## config.mk

```make
export PLATFORM = sky130hd
export DESIGN_NAME = axis_downsizer
export DESIGN_NICKNAME = d
export VERILOG_FILES = /design/src/rtl/axis_width_pkg.sv /design/src/rtl/axis_downsizer.sv
export SDC_FILE = /design/constraint.sdc
export NUM_CORES = 1
export LEC_CHECK = 0
export ABC_AREA = 1
export BUFFER_PORTS_ARGS = -buffer_cell sky130_fd_sc_hd__buf_2
export CAP_MARGIN = 20
export CORE_ASPECT_RATIO = 1.25
export CORE_UTILIZATION = 45
export DETAILED_ROUTE_END_ITERATION = 16
export HOLD_SLACK_MARGIN = 0.15
export PLACE_DENSITY = 0.68
export SLEW_MARGIN = 40
export SYNTH_ARGS = -nofsm -noshare
export SYNTH_HDL_FRONTEND = slang
export SYNTH_SLANG_ARGS = --single-unit
```

## constraint.sdc

```tcl
create_clock -name aclk -period 2 [get_ports aclk]
set_input_delay 0.1 -clock aclk [delete_from_list [all_inputs] [get_ports aclk]]
set_output_delay 0.1 -clock aclk [all_outputs]
set_load 0.02 [all_outputs]
```

## src/rtl/axis_width_pkg.sv

```systemverilog
// ---------------------------------------------------------------------------
// axis_width_pkg
//   Shared lane-ordering helpers for the AXI-Stream width converters
//   (upsizer / downsizer). Lane i of a wide word lives at
//   bits DATA_WIDTH*i +: DATA_WIDTH, and lane 0 is the first narrow beat.
//
//   MAX_LANES     widest lane count the helpers support
//   lane_mask_t   per-lane mask sized for MAX_LANES
//   lane_idx_w()  width of a lane index for a given lane count
//   leading_keep  contiguous-from-lane-0 valid mask, lane 0 forced valid
// ---------------------------------------------------------------------------
package axis_width_pkg;

  localparam int MAX_LANES = 64;

  typedef logic [MAX_LANES-1:0] lane_mask_t;

  // Width of a lane index; never narrower than one bit.
  function automatic int lane_idx_w(input int ratio);
    return (ratio > 1) ? $clog2(ratio) : 1;
  endfunction

  // Only the leading run of kept lanes is honoured: once a lane is dropped,
  // every lane above it is dropped too. Lane 0 always carries data.
  function automatic lane_mask_t leading_keep(input lane_mask_t keep);
    lane_mask_t mask;
    mask    = '0;
    mask[0] = 1'b1;
    for (int i = 1; i < MAX_LANES; i++) begin
      mask[i] = mask[i-1] & keep[i];
    end
    return mask;
  endfunction

endpackage

```

## src/rtl/axis_downsizer.sv

```systemverilog
// ---------------------------------------------------------------------------
// axis_downsizer
//   Narrowing AXI-Stream width converter. Accepts one wide word of
//   DATA_RATIO lanes and emits its valid lanes, lane 0 first, as
//   consecutive DATA_WIDTH beats. The last kept lane of a word carrying
//   tlast is marked with m_axis_tlast.
//
//   aclk           clock
//   areset         asynchronous active-low reset
//   s_axis_*       wide input stream (tdata, tkeep per lane, tvalid, tlast,
//                  tready)
//   m_axis_*       narrow output stream (tdata, tvalid, tlast, tready)
//
//   Two states, implied by valid_q: IDLE (nothing held) and BUSY (a word is
//   being unpacked). s_axis_tready is combinational so a new word can be
//   loaded in the same cycle the final beat of the previous one leaves,
//   giving one narrow beat per cycle with no bubble between words.
// ---------------------------------------------------------------------------
module axis_downsizer
  import axis_width_pkg::*;
#(
  parameter int DATA_WIDTH   = 8,
  parameter int DATA_RATIO   = 8,
  parameter int S_DATA_WIDTH = DATA_RATIO * DATA_WIDTH,
  parameter int M_DATA_WIDTH = DATA_WIDTH
) (
  input  logic                    aclk,
  input  logic                    areset,

  input  logic [S_DATA_WIDTH-1:0] s_axis_tdata,
  input  logic [DATA_RATIO-1:0]   s_axis_tkeep,
  input  logic                    s_axis_tvalid,
  input  logic                    s_axis_tlast,
  output logic                    s_axis_tready,

  output logic [M_DATA_WIDTH-1:0] m_axis_tdata,
  output logic                    m_axis_tvalid,
  output logic                    m_axis_tlast,
  input  logic                    m_axis_tready
);

  localparam int                    LANE_IDX_W = lane_idx_w(DATA_RATIO);
  localparam logic [LANE_IDX_W-1:0] LAST_IDX   = LANE_IDX_W'(DATA_RATIO - 1);

  logic [S_DATA_WIDTH-1:0] data_q;
  logic [DATA_RATIO-1:0]   keep_q;
  logic                    last_q;
  logic                    valid_q;
  logic [LANE_IDX_W-1:0]   idx;

  logic [DATA_RATIO-1:0]   keep_eff;
  logic [DATA_RATIO-1:0]   keep_above;
  logic                    final_beat;
  logic                    s_hs;
  logic                    m_hs;

  // Effective keep captured on load: leading run only, lane 0 always valid.
  assign keep_eff = DATA_RATIO'(leading_keep(lane_mask_t'(s_axis_tkeep)));

  // keep_above[i] is the keep bit of lane i+1; the top lane reads a zero,
  // so the lookahead never indexes past the word.
  assign keep_above = keep_q >> 1;
  assign final_beat = (idx == LAST_IDX) || !keep_above[idx];

  assign m_hs = valid_q && m_axis_tready;
  assign s_axis_tready = !valid_q || (m_axis_tready && final_beat);
  assign s_hs = s_axis_tvalid && s_axis_tready;

  assign m_axis_tdata  = data_q[DATA_WIDTH*idx +: DATA_WIDTH];
  assign m_axis_tvalid = valid_q;
  assign m_axis_tlast  = valid_q && last_q && final_beat;

  // NOTE: state registers use non-blocking assignments so every register
  // samples the pre-edge values of the others, independent of block order.
  always_ff @(posedge aclk or negedge areset) begin
    if (!areset) begin
      data_q  <= '0;
      keep_q  <= '0;
      last_q  <= 1'b0;
      valid_q <= 1'b0;
      idx     <= '0;
    end else if (s_hs) begin
      // Covers both IDLE loads and the BUSY final-beat reload: s_hs can only
      // occur when nothing is held or the final beat is leaving.
      data_q  <= s_axis_tdata;
      keep_q  <= keep_eff;
      last_q  <= s_axis_tlast;
      valid_q <= 1'b1;
      idx     <= '0;
    end else if (m_hs) begin
      if (final_beat) begin
        valid_q <= 1'b0;
        idx     <= '0;
      end else begin
        idx <= idx + LANE_IDX_W'(1);
      end
    end
  end

endmodule
```

; ---- Word level (Yosys, flattened, before mapping)
; Index checks and enable logic that the tools add are counted.
[op_classes]
muxes = 8
eq_ne = 1
div = 0
n_lt_le_gt_ge = 1
shift = 1
add_sub_neg = 1
bitwise_logic = 6
reduce_logical = 12
n_mul = 0
[op_table]
columns = cell, n
row1 = $shiftx A64 B7 Y8, 1
row2 = $mux W3, 3
row3 = $and A1 B1 Y1, 6
row4 = $logic_and A1 B1 Y1, 5
row5 = $lt A3 B4 Y1 const B, 1
row6 = $mux W1, 4
row7 = $reduce_bool A2 Y1, 2
row8 = $add A3 B1 Y3 const B, 1
row9 = $bmux W1 S3, 1
row10 = $eq A3 B3 Y1 const B, 1
row11 = $logic_not A1 Y1, 2
row12 = $logic_or A1 B1 Y1, 2
row13 = $reduce_and A2 Y1, 1
[totals]
word_cells = 35
memories = 0
in_bits = 77
output_inout_bits = 11
register_bits = 77
latchBits = 0
mem_bits_rw = 0
romBits = 0

; ---- Depth between registers and ports, before layout
[logic_depth]
word_depth = 9
depth_mapped = 13
ltp_nobuf = 11

; ---- Worst setup path before layout
; No wires, ideal clock.
[synth_path]
path_kind = reg2reg
start = register idx[0]
end = register data_q[56]
setup_slack_ns = 0.501
path_buffers = 2
synth_period_minus_slack_ns = 1.499
setup_time_ns = 0.116
arrival_ns = 1.383
path_stages_with_launch = 11
cell_sequence = dfrtp_1 > ha_1 > ha_1 > inv_1 > nand3_2 > nand2_2 > nand2_4 > buf_12 > buf_8 > nand3_2 > nand2_1
[synth_between]
elab_chain_len = 7
word_cells_on_any_way = 8
classes_between = eq/ne (1) / mux (2) / reduce/logical (5)
[synth_lines]
columns = element, line_no
row1 = "start, declared", axis_downsizer.sv:49  ; logic [LANE_IDX_W-1:0] idx;
row2 = "start signal, assigned", axis_downsizer.sv:95  ; idx <= idx + LANE_IDX_W'(1);
row3 = $bmux W1 S3, axis_downsizer.sv:63  ; assign final_beat = (idx == LAST_IDX) || !keep_above[idx];
row4 = $mux W1 (not written as such), axis_downsizer.sv:63
row5 = $logic_not A1 Y1, axis_downsizer.sv:63
row6 = $logic_or A1 B1 Y1 *, axis_downsizer.sv:63
row7 = $logic_and A1 B1 Y1 *, axis_downsizer.sv:66  ; assign s_axis_tready = !valid_q || (m_axis_tready && final_beat);
row8 = $logic_or A1 B1 Y1 *, axis_downsizer.sv:66
row9 = $logic_and A1 B1 Y1 *, axis_downsizer.sv:67  ; assign s_hs = s_axis_tvalid && s_axis_tready;
row10 = "end signal, assigned", axis_downsizer.sv:85  ; data_q <= s_axis_tdata;
row11 = "end, declared", axis_downsizer.sv:45  ; logic [S_DATA_WIDTH-1:0] data_q;
; Every way passes the cells marked *; elsewhere a longest branch is shown, timed or not. The select of a mux whose other input is x is not followed.
; A chain may end at the register's enable or synchronous reset.

; ---- Worst setup path in the final report
[layout_path]
start = register idx[0]
end = output s_axis_tready
[layout_between]
elab_chain_len = 6
word_cells_on_any_way = 7
classes_between = eq/ne (1) / mux (2) / reduce/logical (4)
[layout_lines]
columns = element, line_no
row1 = $bmux W1 S3, axis_downsizer.sv:63
row2 = $mux W1 (not written as such), axis_downsizer.sv:63
row3 = $logic_not A1 Y1, axis_downsizer.sv:63
row4 = $logic_or A1 B1 Y1 *, axis_downsizer.sv:63
row5 = $logic_and A1 B1 Y1 *, axis_downsizer.sv:66
row6 = $logic_or A1 B1 Y1 *, axis_downsizer.sv:66
row7 = "end, declared", axis_downsizer.sv:34  ; output logic s_axis_tready,
; Marked as above.

==> flow_summary.ini <==
[synthesis]
ys.flop_type = dfrtp_1
postSynthCellCount = 489
yosysMostFrequentCell = nand2_1
ys_seq_area_share_pct = 48.25
yosys_warnings = 0
synth_top_area_share_pct = 48.25
netlist_area_um2 = 3941
synth.avg_cell_area_um2 = 8.060
ys_ff_latch = 76
synth_edf_count = 0
yosysTopAreaCell = dfrtp_1
ys_types = 20
async_flop_share_pct = 100.0
yosys-top-cells-area = dfrtp_1 (48%), nand2_1 (17%), nand3_1 (7.5%), nand3_2 (5.3%), o21ai_0 (4.2%)
synth_nets = 568
ys_top_cells_by_count = nand2_1 (180), dfrtp_1 (76), nand3_1 (59)

[sta]
fin_crit_sh_pct = 97.59
setup_viol = 0
rsz0062_at_grt = true
relSlewSlack_pct = 57.57
min_period_ns = 1.952
timing.fmax_ghz = 0.5124
fin_setup_tns_ns = 0
slew_viol_final = 0
tightest_slew_ns = 0.6308
whs_ns = 0.2366
hold_viol = 0
skew_ns = 0.01003

[clock_network]
cts_max_path_buffers = 2
cts_tree = built
clk_pin_slew_worst_paths_ns = 0.08
htree_levels = 3
cts_buffers = 9
clock-sinks = 76
clock_latency_ns = 0.36
ctsRootBufferMaster = clkbuf_8

[power_and_ir_drop]
p_leak_nw = 2.916
p_per_area_nw_per_um2 = 1407
vdd_drop_max_mv = 0.8982

[setup_path]
r2r_cells = 10
slowest_stage = dfrtp_2
crit_fanout = 10
start_kind = flop
critPathLaunch = idx[0]$_DFFE_PN0P_
crit_family = flip-flops
r2r_start = idx[0]$_DFFE_PN0P_
rr_endpoint = data_q[55]$_DFFE_PN0N_
critPathCaptureType = output pin
slowest_delay_ns = 0.49
path_class = flop to output pin
r2r_slack_ns = 0.09
worst_ep_arrival_time_ns = 1.85
worst-path-buf-inv = 3
cp_cell_sequence = ha_2 -> ha_1 -> inv_1 -> nand3_2 -> nand2_2 -> nand2_4 -> buf_12 -> buf_2
path_depth = 8
crit_required_ns = 1.90

[die]
core-area_um2 = 8379
dieWidth_um = 85.71
start_util_pct = 47.04
dieArea_um2 = 9139
die_y_um = 106.6
pin_count = 88
num_rows = 37

[layout]
area_growth_syn_to_layout_pct = 40.76
final_layout_size_suffix_gt1_share_pct = 24.89
nNetsFinal = 733
n_antenna_cell = 0

[routing]
drc = 0
drt_iter0_markers = 246
vias_per_cell = 5.077
drtPass1Iterations = 5
wl_um = 11130
avgRoutedWirePerCell_um = 14.35
vias = 3940
drtAntennaViolNets = 0

[run]
drv_cap = 0

[place]
placement.io_buffers = 86
dp_hpwl_um = 7042
place_congestion = 0.8946

[global_route]
grt_antenna_before_repair = 0
grt_pass1_vias = 3952
overflow = 0
grt_usage_pct = 26.13
grt_pass1_wl_um = 18220
grt_max_degree = 44

[status]
status = complete, no violations

[worst_hold_path]
hold_path.class = input port to async pin
-- cells by family (layout without fill, tap and decap cells) --
family                     after synthesis  count (layout)  synth area share, %
adders and majority gates                2               2               0.6348
buffers and inverters                   51             221                8.444
and+or+nand+nor                        310             310                35.75
DFF                                     76              76                48.25
AOI/OAI and AO/OA                       50              50                6.921
-- through the flow --
step	total power, W	instance area (µm²)	cells	utilization (%)	setup slack, ns
final	0.007803	5548	776	66.21	0.04826
after global routing	0.008355	5548	776	66.21	-0.02066
after CTS	0.007735	5518	774	65.85	0.01654
after detailed placement	0.006017	4442	676	53.01	0.1897
after global placement	0.005933	4442	676	53.01	0.2498
after floorplan	0.005136	3941	489	-	0.5006
-- area by class of cell --
cell class	count	area, µm²
Multi-Input combinational cell	362	1712
Clock buffer	10	127.6
Inverter	17	71.32
Fill cell	691	2831
Clock inverter	6	88.84
Sequential cell	76	1903
Tap cell	117	146.4
Timing Repair Buffer	187	1493
Timing Repair inverter	1	6.256
-- routing by layer --
layer  part of all wire [%]  up-vias  track usage, %
li1                       -     1909               -
met1                     42     1865           32.04
met2                     50      135           44.40
met3                    4.5       31           4.234
met4                    3.6        0           13.10
met5                      0        -               0
-- power breakdown --
group | switching (W) | internal, W | total [W]
Sequential | 0.000462 | 0.00223 | 0.00269
Combinational | 0.00226 | 0.00157 | 0.00383
Clock | 0.000582 | 0.000702 | 0.00128
Total | 0.00331 | 0.00450 | 0.00780
-- worst max path at each step --
stage | to | slack (ns)
finish | s_axis_tready | 0.05
global route | s_axis_tready | -0.02
CTS | m_axis_tdata[5] | 0.02
global placement | data_q[35]$_DFFE_PN0N_ | 0.25
detailed placement | data_q[2]$_DFFE_PN0N_ | 0.19
floorplan | data_q[56]$_DFFE_PN0N_ | 0.50
-- worst register-to-register path: stages (launching register included) --
cell and delay, ns:
dfrtp_2 0.49, ha_2 0.21, ha_1 0.17, inv_1 0.07, nand3_2 0.10, nand2_2 0.09, nand2_4 0.06, buf_4 0.17
bufbuf_16 0.31, nand3_2 0.08, nand2_1 0.06
-- cells in the final DEF (no fill, tap or decap), types with 2 or more instances in the layout --
master         instances
nand2_2               10
buf_4                 22
dlygate4sd3_1         76
clkbuf_8               9
inv_1                 15
o21ai_0               33
clkinvlp_4             2
nand3_1               59
dfrtp_1               75
buf_2                 82
nand2_1              180
buf_12                 4
nand2_4                2
bufinv_16              2
nor2_1                37
nand3_2               21
bufbuf_16              2
o22ai_1               16
-- sequential cells by signal (all words and copies together) (netlist names) --
register / flops
idx: 3
m_axis_tvalid: 1
data_q: 64
last_q: 1
keep_q: 7
-- timing repair --
action	CTS	global route
endpoints found under the hold margin	148	0
endpoints found under the setup margin	6	29
setup buffers	4	1
gates cloned	2	1
gates resized for setup	2	6
hold buffers	76	0
No activity file was read; power rests on OpenSTA's default activity.
